--- src/rtl/vdp1_cmd_fetch.sv ---
// ---------------------------------------------------------------------------
// vdp1_cmd_fetch
//
// Reader side of the VDP1 command-table interface. Walks the command list
// held in VDP1 VRAM, one 16-word table at a time, following END / JP
// (next, assign, call, return) and skip, and hands every drawable table to
// the draw engine over a valid/ready handshake. Also reports EDSR.CEF, COPR
// and LOPR for the register block.
//
// Optional feature (compile-time macro VDP1_CMD_LIMIT_EN):
//   counts the tables visited (drawn + skipped) in the current walk and
//   force-terminates the walk as if END had been read once the count
//   reaches MAX_CMDS. Without the macro a looping list runs until the next
//   START or reset.
//
// Parameters
//   MAX_CMDS   table count that terminates a walk (VDP1_CMD_LIMIT_EN only)
//
// Ports
//   CLK        system clock
//   RST_N      asynchronous active-low reset
//   CE         clock enable; nothing advances while CE=0
//   START      1-cycle draw-start pulse; (re)starts the walk at table 0000
//   VRAM_A     VRAM word address [18:1] = {T,2'b00} + word index
//   VRAM_RD    read request, held with VRAM_A stable until VRAM_RDY
//   VRAM_D     read data, valid with VRAM_RDY
//   VRAM_RDY   1-cycle read acknowledge
//   CMD        current table (16 x 16-bit words, word n at [16n+15:16n]),
//              CTRL/LINK/PMOD/SIZE masked with FF3F/FFFC/9FFF/3FFF
//   CMD_VALID  CMD holds a drawable table
//   CMD_READY  draw engine accepts CMD
//   BUSY       walk in progress
//   CEF        END reached in the current walk
//   COPR       CMDLINK address of the table being processed
//   LOPR       CMDLINK address of the last table handed off or skipped
// ---------------------------------------------------------------------------
module vdp1_cmd_fetch #(
  parameter logic [15:0] MAX_CMDS = 16'd8192
) (
  input  logic         CLK,
  input  logic         RST_N,
  input  logic         CE,
  input  logic         START,
  output logic [17:0]  VRAM_A,
  output logic         VRAM_RD,
  input  logic [15:0]  VRAM_D,
  input  logic         VRAM_RDY,
  output logic [255:0] CMD,
  output logic         CMD_VALID,
  input  logic         CMD_READY,
  output logic         BUSY,
  output logic         CEF,
  output logic [15:0]  COPR,
  output logic [15:0]  LOPR
);

  // Walk states
  localparam logic [2:0] S_IDLE    = 3'd0;
  localparam logic [2:0] S_RD_CTRL = 3'd1;
  localparam logic [2:0] S_RD_LINK = 3'd2;
  localparam logic [2:0] S_RD_BODY = 3'd3;
  localparam logic [2:0] S_EMIT    = 3'd4;
  localparam logic [2:0] S_NEXT    = 3'd5;

  // JP[1:0] jump modes
  localparam logic [1:0] JP_NEXT   = 2'b00;
  localparam logic [1:0] JP_ASSIGN = 2'b01;
  localparam logic [1:0] JP_CALL   = 2'b10;
  localparam logic [1:0] JP_RETURN = 2'b11;

  // Word 15 down to word 0; word 5 = SIZE, word 2 = PMOD, word 1 = LINK,
  // word 0 = CTRL. Everything else passes through unchanged.
  localparam logic [255:0] CMD_MASK = {{10{16'hFFFF}}, 16'h3FFF, 16'hFFFF,
                                       16'hFFFF, 16'h9FFF, 16'hFFFC,
                                       16'hFF3F};

  // A table is skipped when JP[2] is set or COMM is not a drawing,
  // clipping or local-coordinate command.
  function automatic logic tbl_skip(input logic [15:0] ctrl);
    logic comm_ok;
    case (ctrl[3:0])
      4'h0, 4'h1, 4'h2, 4'h4, 4'h5, 4'h6, 4'h8, 4'h9, 4'hA: comm_ok = 1'b1;
      default:                                               comm_ok = 1'b0;
    endcase
    return ctrl[14] | ~comm_ok;
  endfunction

  logic [2:0]   state_q,   state_d;
  logic [15:0]  t_q,       t_d;        // current table, CMDLINK format
  logic [15:0]  stk_q,     stk_d;      // one-entry return stack
  logic         stk_vld_q, stk_vld_d;
  logic [3:0]   idx_q,     idx_d;      // word index inside the table
  logic [17:0]  addr_q,    addr_d;
  logic         rd_q,      rd_d;
  logic         drain_q,   drain_d;    // waiting out the ack of an aborted read
  logic [255:0] cmd_q,     cmd_d;      // raw table words
  logic         vld_q,     vld_d;
  logic         busy_q,    busy_d;
  logic         cef_q,     cef_d;
  logic [15:0]  copr_q,    copr_d;
  logic [15:0]  lopr_q,    lopr_d;
`ifdef VDP1_CMD_LIMIT_EN
  logic [15:0]  count_q,   count_d;    // tables visited in this walk
`else
  wire          unused_max_cmds = ^MAX_CMDS;
`endif

  logic         vram_ack;
  logic         do_adv;
  logic [15:0]  t_plus4;
  logic [15:0]  link;
  logic [15:0]  adv_t;
  logic [15:0]  adv_stk;
  logic         adv_stk_vld;
  logic         limit_hit;

  assign vram_ack = rd_q & VRAM_RDY;
  assign t_plus4  = t_q + 16'd4;        // wraps FFFC -> 0000
  assign link     = cmd_q[31:16] & 16'hFFFC;

  // Next table address from the stored CTRL/LINK words and the stack.
  always_comb begin
    adv_t       = t_plus4;
    adv_stk     = stk_q;
    adv_stk_vld = stk_vld_q;
    case (cmd_q[13:12])
      JP_ASSIGN: adv_t = link;
      JP_CALL: begin
        adv_t = link;
        // A call with the stack already full keeps the saved return
        // address and degenerates to an assign.
        if (!stk_vld_q) begin
          adv_stk     = t_plus4;
          adv_stk_vld = 1'b1;
        end
      end
      JP_RETURN: begin
        // Return with an empty stack degenerates to next.
        if (stk_vld_q) begin
          adv_t       = stk_q;
          adv_stk_vld = 1'b0;
        end
      end
      default: ;
    endcase
  end

`ifdef VDP1_CMD_LIMIT_EN
  assign limit_hit = (count_q + 16'd1) == MAX_CMDS;
`else
  assign limit_hit = 1'b0;
`endif

  always_comb begin
    // NOTE: every signal written here gets its hold value first so no path
    // through the case statement can leave it unassigned (no latches).
    state_d   = state_q;
    t_d       = t_q;
    stk_d     = stk_q;
    stk_vld_d = stk_vld_q;
    idx_d     = idx_q;
    addr_d    = addr_q;
    rd_d      = rd_q;
    drain_d   = drain_q;
    cmd_d     = cmd_q;
    vld_d     = vld_q;
    busy_d    = busy_q;
    cef_d     = cef_q;
    copr_d    = copr_q;
    lopr_d    = lopr_q;
    do_adv    = 1'b0;
`ifdef VDP1_CMD_LIMIT_EN
    count_d   = count_q;
`endif

    if (CE) begin
      if (START) begin
        // (Re)start wins over anything the current state would do.
        state_d   = S_RD_CTRL;
        t_d       = 16'h0000;
        stk_vld_d = 1'b0;
        idx_d     = 4'd0;
        vld_d     = 1'b0;
        busy_d    = 1'b1;
        cef_d     = 1'b0;
        copr_d    = 16'h0000;
`ifdef VDP1_CMD_LIMIT_EN
        count_d   = 16'd0;
`endif
        if (rd_q && !VRAM_RDY) begin
          // A read is still in flight: keep the request unchanged until it
          // is acknowledged, then throw the data away.
          drain_d = 1'b1;
        end else begin
          drain_d = 1'b0;
          rd_d    = 1'b1;
          addr_d  = 18'd0;
        end
      end else begin
        case (state_q)
          S_RD_CTRL: begin
            if (vram_ack) begin
              if (drain_q) begin
                drain_d = 1'b0;
                addr_d  = {t_q, 2'b00};
              end else begin
                cmd_d[15:0] = VRAM_D;
                if (VRAM_D[15]) begin
                  // END: walk complete, no further reads.
                  cef_d   = 1'b1;
                  busy_d  = 1'b0;
                  rd_d    = 1'b0;
                  state_d = S_IDLE;
                end else if (VRAM_D[13:12] == JP_ASSIGN ||
                             VRAM_D[13:12] == JP_CALL) begin
                  addr_d  = addr_q + 18'd1;
                  state_d = S_RD_LINK;
                end else if (tbl_skip(VRAM_D)) begin
                  rd_d    = 1'b0;
                  lopr_d  = t_q;
                  state_d = S_NEXT;
                end else begin
                  addr_d  = addr_q + 18'd1;
                  idx_d   = 4'd1;
                  state_d = S_RD_BODY;
                end
              end
            end
          end

          S_RD_LINK: begin
            if (vram_ack) begin
              cmd_d[31:16] = VRAM_D;
              if (tbl_skip(cmd_q[15:0])) begin
                rd_d    = 1'b0;
                lopr_d  = t_q;
                state_d = S_NEXT;
              end else begin
                // LINK is already held, so the body starts at word 2.
                addr_d  = addr_q + 18'd1;
                idx_d   = 4'd2;
                state_d = S_RD_BODY;
              end
            end
          end

          S_RD_BODY: begin
            if (vram_ack) begin
              cmd_d[{idx_q, 4'd0} +: 16] = VRAM_D;
              if (idx_q == 4'd15) begin
                rd_d    = 1'b0;
                vld_d   = 1'b1;
                state_d = S_EMIT;
              end else begin
                addr_d  = addr_q + 18'd1;
                idx_d   = idx_q + 4'd1;
              end
            end
          end

          S_EMIT: begin
            if (CMD_READY) begin
              vld_d  = 1'b0;
              lopr_d = t_q;
              do_adv = 1'b1;
            end
          end

          S_NEXT: do_adv = 1'b1;

          default: ;  // S_IDLE waits for START
        endcase

        // Move to the next table straight from the accept cycle (or from
        // NEXT for a skipped table) so a drawn table costs 16 reads plus
        // one hand-off cycle.
        if (do_adv) begin
          t_d       = adv_t;
          stk_d     = adv_stk;
          stk_vld_d = adv_stk_vld;
          idx_d     = 4'd0;
`ifdef VDP1_CMD_LIMIT_EN
          count_d   = count_q + 16'd1;
`endif
          if (limit_hit) begin
            cef_d   = 1'b1;
            busy_d  = 1'b0;
            rd_d    = 1'b0;
            state_d = S_IDLE;
          end else begin
            copr_d  = adv_t;
            rd_d    = 1'b1;
            addr_d  = {adv_t, 2'b00};
            state_d = S_RD_CTRL;
          end
        end
      end
    end
  end

  // NOTE: sequential state uses non-blocking assignments only, so every
  // register samples the pre-edge values computed above.
  always_ff @(posedge CLK or negedge RST_N) begin
    if (!RST_N) begin
      state_q   <= S_IDLE;
      t_q       <= 16'h0000;
      stk_q     <= 16'h0000;
      stk_vld_q <= 1'b0;
      idx_q     <= 4'd0;
      addr_q    <= 18'd0;
      rd_q      <= 1'b0;
      drain_q   <= 1'b0;
      // NOTE: the table buffer is cleared on reset because it drives the
      // CMD output directly and that output must read as zero after reset.
      cmd_q     <= '0;
      vld_q     <= 1'b0;
      busy_q    <= 1'b0;
      cef_q     <= 1'b0;
      copr_q    <= 16'h0000;
      lopr_q    <= 16'h0000;
`ifdef VDP1_CMD_LIMIT_EN
      count_q   <= 16'd0;
`endif
    end else begin
      state_q   <= state_d;
      t_q       <= t_d;
      stk_q     <= stk_d;
      stk_vld_q <= stk_vld_d;
      idx_q     <= idx_d;
      addr_q    <= addr_d;
      rd_q      <= rd_d;
      drain_q   <= drain_d;
      cmd_q     <= cmd_d;
      vld_q     <= vld_d;
      busy_q    <= busy_d;
      cef_q     <= cef_d;
      copr_q    <= copr_d;
      lopr_q    <= lopr_d;
`ifdef VDP1_CMD_LIMIT_EN
      count_q   <= count_d;
`endif
    end
  end

  assign VRAM_A    = addr_q;
  assign VRAM_RD   = rd_q;
  assign CMD       = cmd_q & CMD_MASK;
  assign CMD_VALID = vld_q;
  assign BUSY      = busy_q;
  assign CEF       = cef_q;
  assign COPR      = copr_q;
  assign LOPR      = lopr_q;

endmodule

--- config.mk ---
export PLATFORM = sky130hd
export DESIGN_NAME = vdp1_cmd_fetch
export DESIGN_NICKNAME = d
export VERILOG_FILES = /design/src/rtl/vdp1_cmd_fetch.sv
export SDC_FILE = /design/constraint.sdc
export NUM_CORES = 1
export LEC_CHECK = 0
export ABC_CLOCK_PERIOD_IN_PS = 6200
export BUFFER_PORTS_ARGS = -buffer_cell sky130_fd_sc_hd__buf_2
export CAP_MARGIN = 10
export CORE_ASPECT_RATIO = 0.6
export CORE_MARGIN = 5
export CORE_UTILIZATION = 40
export DETAILED_ROUTE_END_ITERATION = 6
export GPL_TIMING_DRIVEN = 0
export PLACE_DENSITY = 0.6
export SLEW_MARGIN = 10
export SYNTH_ARGS = -nofsm -noshare
export SYNTH_HDL_FRONTEND = slang
export SYNTH_SLANG_ARGS = --single-unit
--- constraint.sdc ---
create_clock -name CLK -period 6.2 [get_ports CLK]
set_input_delay 0.62 -clock CLK [delete_from_list [all_inputs] [get_ports CLK]]
set_output_delay 0.62 -clock CLK [all_outputs]
set_load 0.02 [all_outputs]
==> results.md, run 1 <==
* Final Max Tran Viols at 0
* Gr usage total at 0.230
* Number of global-route vias before repair at between 10000 and 15000
* Worst-Margin Slew at approximately 1.2 ns
* Drt first pass iters at 5
* Remaining DRCs at 0
* Total vias in the final route at between 10000 and 15000
* Cells after Synth at between 1000 and 1500
* Die width at ~260 um
* Routed WL per cell at approximately 23 um
* Routed wl met3 at ~4000 um
* Max cap viols at 0
* Nets at roughly 1600
* Sequential share of the synthesized area at 0.554
* Hold Crit Class: in -> async
* Synthesized area per cell at 12.4 um^2
* Clock Latency Late Sink at 0.52 ns
* Total Wirelength at about 48000 um
* Slowest library cell on the worst path: nor4b_2
* Ys Warns at 0
* Die Area at just over 40000 um^2
* RSZ-0062 raised after global routing: no
* Final count of negative-setup-slack endpoints at 0
* Fmax at around 310 MHz
* CTS root buffer: clkbuf_16
* Worst-path cell chain: inv_1, ha_1, nor2b_1, a21oi_1, nor4b_2, nand2_1, clkbuf_1, mux2_2
* Synth Flop Type: dfrtp_1
* Top Ports at between 300 and 400
* # H-tree levels at 2
* Dominant cell type by area after synthesis: dfrtp_1
* Sink Count at around 330
* First-pass GRT wire length at about 74000 um
* Outcome: completed
* Initial Utilization at 0.405
* Placeable Area at roughly 36000 um^2
* Leak at slightly below 10 nW
* Diodes inserted at 0
* VDD IR max at between 0.15 and 0.2 mV
* Worst slew margin at 0.218
* Setup TNS at 0 ns
* Arr. time, crit path at around 3.6 ns
* WL met2 at between 20000 and 25000 um
* Worst Setup Start Kind: flip-flop
* DR iter-0 viols at 925
* Clk_skew at between 0.01 and 0.015 ns
* CTS tree: done
* Post-layout worst setup margin at 2.98 ns
* Critical Path Max Stage Delay at 0.55 ns
* Row count at 54
* Top cell type's share of synthesized area at 0.554
* EDFF count, synth at 0
* DR vias/cell at about 5.4
* M1 WL at approximately 23000 um
* Yosys reg bits at around 330
* Tmin final at roughly 3.2 ns
* Post-route ant nets at 0
* Buffers on Ports at 320
* Clk pin slew, worst setup/hold paths at 0.07 ns
* Unique cell type count in the Yosys netlist at between 60 and 70
* Layout cells sized above 1 at 0.420
* Worst Setup Path Type: reg -> reg
* Area delta synth->final at 22.8%
* Pwr dens at ~350 nW/um^2
* DP Wirelength at 35400 um
* # hold bufs at CTS at 0
* Dpl ws at between 2 and 3 ns
* Final worst-path cycle share at 0.519
* Synth area leaders: dfrtp_1 55%, mux2_2 14%, mux2_4 5.1%
* Final GP Congestion at ~0.9
* Peak fanout along the critical path at 10
* Largest net degree at the start of global routing at 97
* Worst Setup End Kind: flip-flop
* Total gr overflow at 0
* CTS max path bufs at 3
* Initial antenna violation count at 4
* Netlist Area Pre-Place at ~15000 um^2
* Setup bufs post-CTS at 0
* Num CTS Buffers at 35
* Chip Height at ~160 um
* # fillers at around 3300
* DR top layer: met5
* CTS resizes at 0
* Hold Fails Final Rpt at 0
* Ys async rst share at 1.00
* Critical Path RT at about 6.6 ns
==> synthesized netlist by cell type (9+ instances only) <==
| cell | n |
|---|---|
| and2_1 | 22 |
| xor2_1 | 14 |
| o31ai_1 | 10 |
| nor4_1 | 9 |
| o22ai_1 | 9 |
| inv_1 | 33 |
| a22o_1 | 20 |
| clkbuf_1 | 54 |
| a22oi_1 | 20 |
| nand2_1 | 59 |
| nor3_1 | 11 |
| nand4_1 | 11 |
| o21ai_0 | 60 |
| dfrtp_1 | 327 |
| and3_1 | 18 |
| o2bb2ai_1 | 10 |
| xnor2_1 | 14 |
| a21oi_1 | 44 |
| buf_2 | 14 |
| mux2_2 | 187 |
| nand3_1 | 31 |
| ha_1 | 9 |
| mux2_4 | 50 |
| nor2_1 | 49 |
==> critical path: cells and delay by family, from the launching register on <==
kind,cells,cell delay (ns)
AO/OA/AOI/OAI,1,0.16
adder cells (fa/ha/maj),1,0.23
buffers and inverters,2,0.56
flip-flops,1,0.51
multiplexers,1,0.36
AND/OR/NAND/NOR,3,1.27
==> metrics by stage <==
step	power, W	utilization	hold WS [ns]	instances	area, um^2
after floorplan	0.00364	-	0.324	1199	14800
after global placement	0.00428	0.466	0.476	1995	17000
after detailed placement	0.00431	0.469	0.477	1998	17100
after CTS	0.00631	0.498	0.0662	2057	18100
after global routing	0.00660	0.498	0.0799	2057	18100
final	0.00628	0.498	0.0490	2057	18100
==> cell families after synthesis <==
| logic type | synth area share |
|---|---|
| and+or+nand+nor | 0.0952 |
| DFF | 0.554 |
| adders and majority gates | 0.00763 |
| other | 0.000254 |
| buffers and inverters | 0.0383 |
| AOI/OAI and AO/OA | 0.0900 |
| xor gates and xnor gates | 0.0166 |
| muxes | 0.198 |
==> cell type report <==
class                      count  area, um^2  share of cell area
sequential                   327        8180               0.451
buffer                        90         442              0.0244
tap                          476         596              0.0328
timing repair buffer         323        1690              0.0934
inverter                      33         124             0.00683
multi-input combinational    749        6040               0.333
clock buffer                  51         996              0.0549
clock inverter                 8        55.1             0.00304
==> path summary, 6_finish.rpt <==
| kind | cells past startpoint | to | slack [ns] | startpoint |
|---|---|---|---|---|
| max | 8 | cmd_q[139]$_DFFE_PN0P_ | 2.98 | idx_q[0]$_DFFE_PN0P_ |
| min | 1 | cmd_q[74]$_DFFE_PN0P_ | 0.05 | RST_N |
| max reg2reg | 8 | cmd_q[139]$_DFFE_PN0P_ | 2.98 | idx_q[0]$_DFFE_PN0P_ |
| min reg2reg | 1 | cmd_q[159]$_DFFE_PN0P_ | 0.49 | cmd_q[159]$_DFFE_PN0P_ |
| max in group asynchronous | 3 | cmd_q[229]$_DFFE_PN0P_ | 4.80 | RST_N |
| min in group CLK | 3 | drain_q$_DFFE_PN0P_ | 0.44 | VRAM_RDY |
==> cell usage in the layout, fill, tap and decap left out, drive strengths merged, types with 31 or more instances in the layout <==
cell type	n
a21oi	44
buf	356
clkbuf	108
dfrtp	327
inv	36
mux2	240
nand2	68
nand3	31
nor2	51
o21ai	61
==> registers in the layout (all words and copies together) (netlist names) <==
register   flops
BUSY           1
CEF            1
CMD_VALID      1
COPR          16
LOPR          16
VRAM_A        18
VRAM_RD        1
cmd_q        248
drain_q        1
idx_q          4
state_q        3
stk_q         16
stk_vld_q      1
==> power by group <==
group          switching [W]  internal (W)  leakage, nW
Combinational        0.00115      0.000557         4.88
Sequential          0.000247       0.00234         4.43
Clock               0.000865       0.00112        0.520
Total                0.00227       0.00401         9.84
==> routing by layer <==
| layer | GRT usage | vias up |
|---|---|---|
| met5 | 0 | - |
| met4 | 0.0456 | 4 |
| met3 | 0.0635 | 62 |
| met2 | 0.333 | 447 |
| met1 | 0.348 | 5642 |
| li1 | - | 4974 |
(Power assumes the default switching activity.)
==> run 2: changes to the inputs <==
Settings changed: ABC_CLOCK_PERIOD_IN_PS 6200 to 3250.
Clock period 6.2 ns to 3.25 ns, I/O delays scaled along.
==> run 2 against run 1 <==
Net effect:
- combinational power is 91% higher
- design area is 0.11% higher
- sequential power is 91% higher
- register-to-register slack worse by 3.0 ns
- sequential cell count stayed put
- via count hardly changed
- wire length is 0.13% higher
- core utilization is 0.055 points higher
- power is 91% higher
- worst setup slack worse by 3.0 ns
- worst hold slack better by 0.098 ns
- largest power group unchanged
==> results.md, run 2 (synthesized netlist as in run 1, its figures left out) <==
* Setup TNS at 0 ns
* Placeable Area at between 30000 and 40000 um^2
* CTS tree: done
* Num CTS Buffers at 35
* Tmin final at roughly 3.2 ns
* Final Max Tran Viols at 0
* Hold Crit Class: in -> reg
* Post-route ant nets at 0
* Outcome: completed
* Largest Register: cmd_q
* Max reg flops at about 250
* Max cap viols at 0
* Gr usage total at 0.230
* Hold Fails Final Rpt at 0
* Critical Path RT at 3.65 ns
* Nets at around 1600
* DP Wirelength at about 35000 um
* Die width at around 260 um
* Layout cells sized above 1 at 0.420
* Drt first pass iters at 5
* Worst Setup Start Kind: flip-flop
* Clock Latency Late Sink at between 0.5 and 0.6 ns
* Chip Height at approximately 160 um
* Fmax at 310 MHz
* Worst Setup End Kind: flip-flop
* Arr. time, crit path at 3.63 ns
* Number of global-route vias before repair at ~11000
* Remaining DRCs at 0
* Area delta synth->final at 22.9%
* Sink Count at 327
* Post-layout worst setup margin at roughly 0.024 ns
* # H-tree levels at 2
* Top Ports at about 330
* Clk pin slew, worst setup/hold paths at around 0.06 ns
* Die Area at 41000 um^2
* Row count at 54
* # fillers at between 3000 and 4000
* Total gr overflow at 0
* CTS root buffer: clkbuf_16
* Worst-Margin Slew at 1.18 ns
* DR iter-0 viols at 912
* Leak at approximately 9.8 nW
* VDD IR max at ~0.34 mV
* Diodes inserted at 0
* Most frequent cells in the layout: 333 x buf_2, 327 x dfrtp_1, 187 x mux2_2, 63 x clkbuf_1, 60 x o21ai_0
* Setup bufs post-CTS at 0
* First-pass GRT wire length at about 74000 um
* CTS max path bufs at 3
* Worst Setup Path Type: reg -> reg
* DR vias/cell at between 5 and 6
* Largest net degree at the start of global routing at 97
* Total vias in the final route at between 10000 and 15000
* Dpl ws at 0.0333 ns
* Initial antenna violation count at 4
* Clk_skew at approximately 0.013 ns
* Pwr dens at 660 nW/um^2
* Initial Utilization at 0.405
* Final count of negative-setup-slack endpoints at 0
* Buffers on Ports at 320
* Commonest non-fill, non-tap cell in the layout: buf_2
* Routed WL per cell at 23.4 um
* Total Wirelength at between 40000 and 50000 um
* Tot Pwr at roughly 0.012 W
* Worst slew margin at 0.204
* Peak fanout along the critical path at 10
* RSZ-0062 raised after global routing: yes
* Final worst-path cycle share at 0.993
* Final GP Congestion at 0.915
[run 2: cell count changes in the layout (fill, tap and decap cells not counted), sizes merged]
| cell | before | now |
|---|---|---|
| dlygate4sd3 | 0 | 1 |
[run 2: worst paths after layout]
check | from | to | slack (ns) | cells past startpoint
setup / recovery | idx_q[0]$_DFFE_PN0P_ | cmd_q[139]$_DFFE_PN0P_ | 0.02 | 8
hold / removal | VRAM_RDY | drain_q$_DFFE_PN0P_ | 0.15 | 3
setup reg to reg | idx_q[0]$_DFFE_PN0P_ | cmd_q[139]$_DFFE_PN0P_ | 0.02 | 8
hold reg to reg | cmd_q[159]$_DFFE_PN0P_ | cmd_q[159]$_DFFE_PN0P_ | 0.49 | 1
max in group asynchronous | RST_N | cmd_q[215]$_DFFE_PN0P_ | 1.55 | 4
min in group asynchronous | RST_N | cmd_q[74]$_DFFE_PN0P_ | 0.35 | 2
[run 2: final cells by class]
cell class / count / area (um^2) / area share
sequential: 327 / 8180 / 0.451
clock buffer: 51 / 996 / 0.0549
inverter: 33 / 124 / 0.00682
timing repair buffer: 324 / 1700 / 0.0939
multi-input combinational: 749 / 6050 / 0.333
clock inverter: 8 / 55.1 / 0.00303
buffer: 90 / 443 / 0.0244
tap: 476 / 596 / 0.0328
[run 2: report_power, final]
part / internal (W) / total, W / leakage [nW] / switching [W]
Combinational: 0.00107 / 0.00327 / 4.89 / 0.00221
Clock: 0.00213 / 0.00378 / 0.520 / 0.00165
Sequential: 0.00446 / 0.00493 / 4.43 / 0.000474
Total: 0.00766 / 0.0120 / 9.84 / 0.00433
[run 2: layer usage]
layer	vias to the layer above	share of wire	GRT usage
met1	5663	0.47	0.348
li1	4979	-	-
met4	4	0.018	0.0456
met5	-	0.00052	0
met3	50	0.083	0.0633
met2	436	0.43	0.333
[run 2: metrics by stage]
| step | std cells | area, um^2 | hold slack (ns) | utilization |
|---|---|---|---|---|
| floorplan | 1199 | 14800 | 0.0294 | - |
| finish | 2058 | 18200 | 0.147 | 0.498 |
| detailed placement | 1998 | 17100 | 0.329 | 0.469 |
| global placement | 1995 | 17000 | 0.476 | 0.466 |
| global route | 2058 | 18200 | 0.165 | 0.498 |
| CTS | 2058 | 18100 | 0.126 | 0.498 |
[run 2: what timing repair did]
action                                  4_1_cts  5_1_grt
gates resized for setup                       0        3
endpoints found under the hold margin        70        0
hold buffers                                  1        0
endpoints found under the setup margin        1       33
[run 2: critical path, stage by stage, from the launching register on]
cell and delay (ns):
dfrtp_1 0.51, inv_1 0.16, ha_1 0.24, nor2b_1 0.23, a21oi_1 0.16, nor4b_2 0.55
nand2_1 0.49, clkbuf_1 0.40, mux2_2 0.36
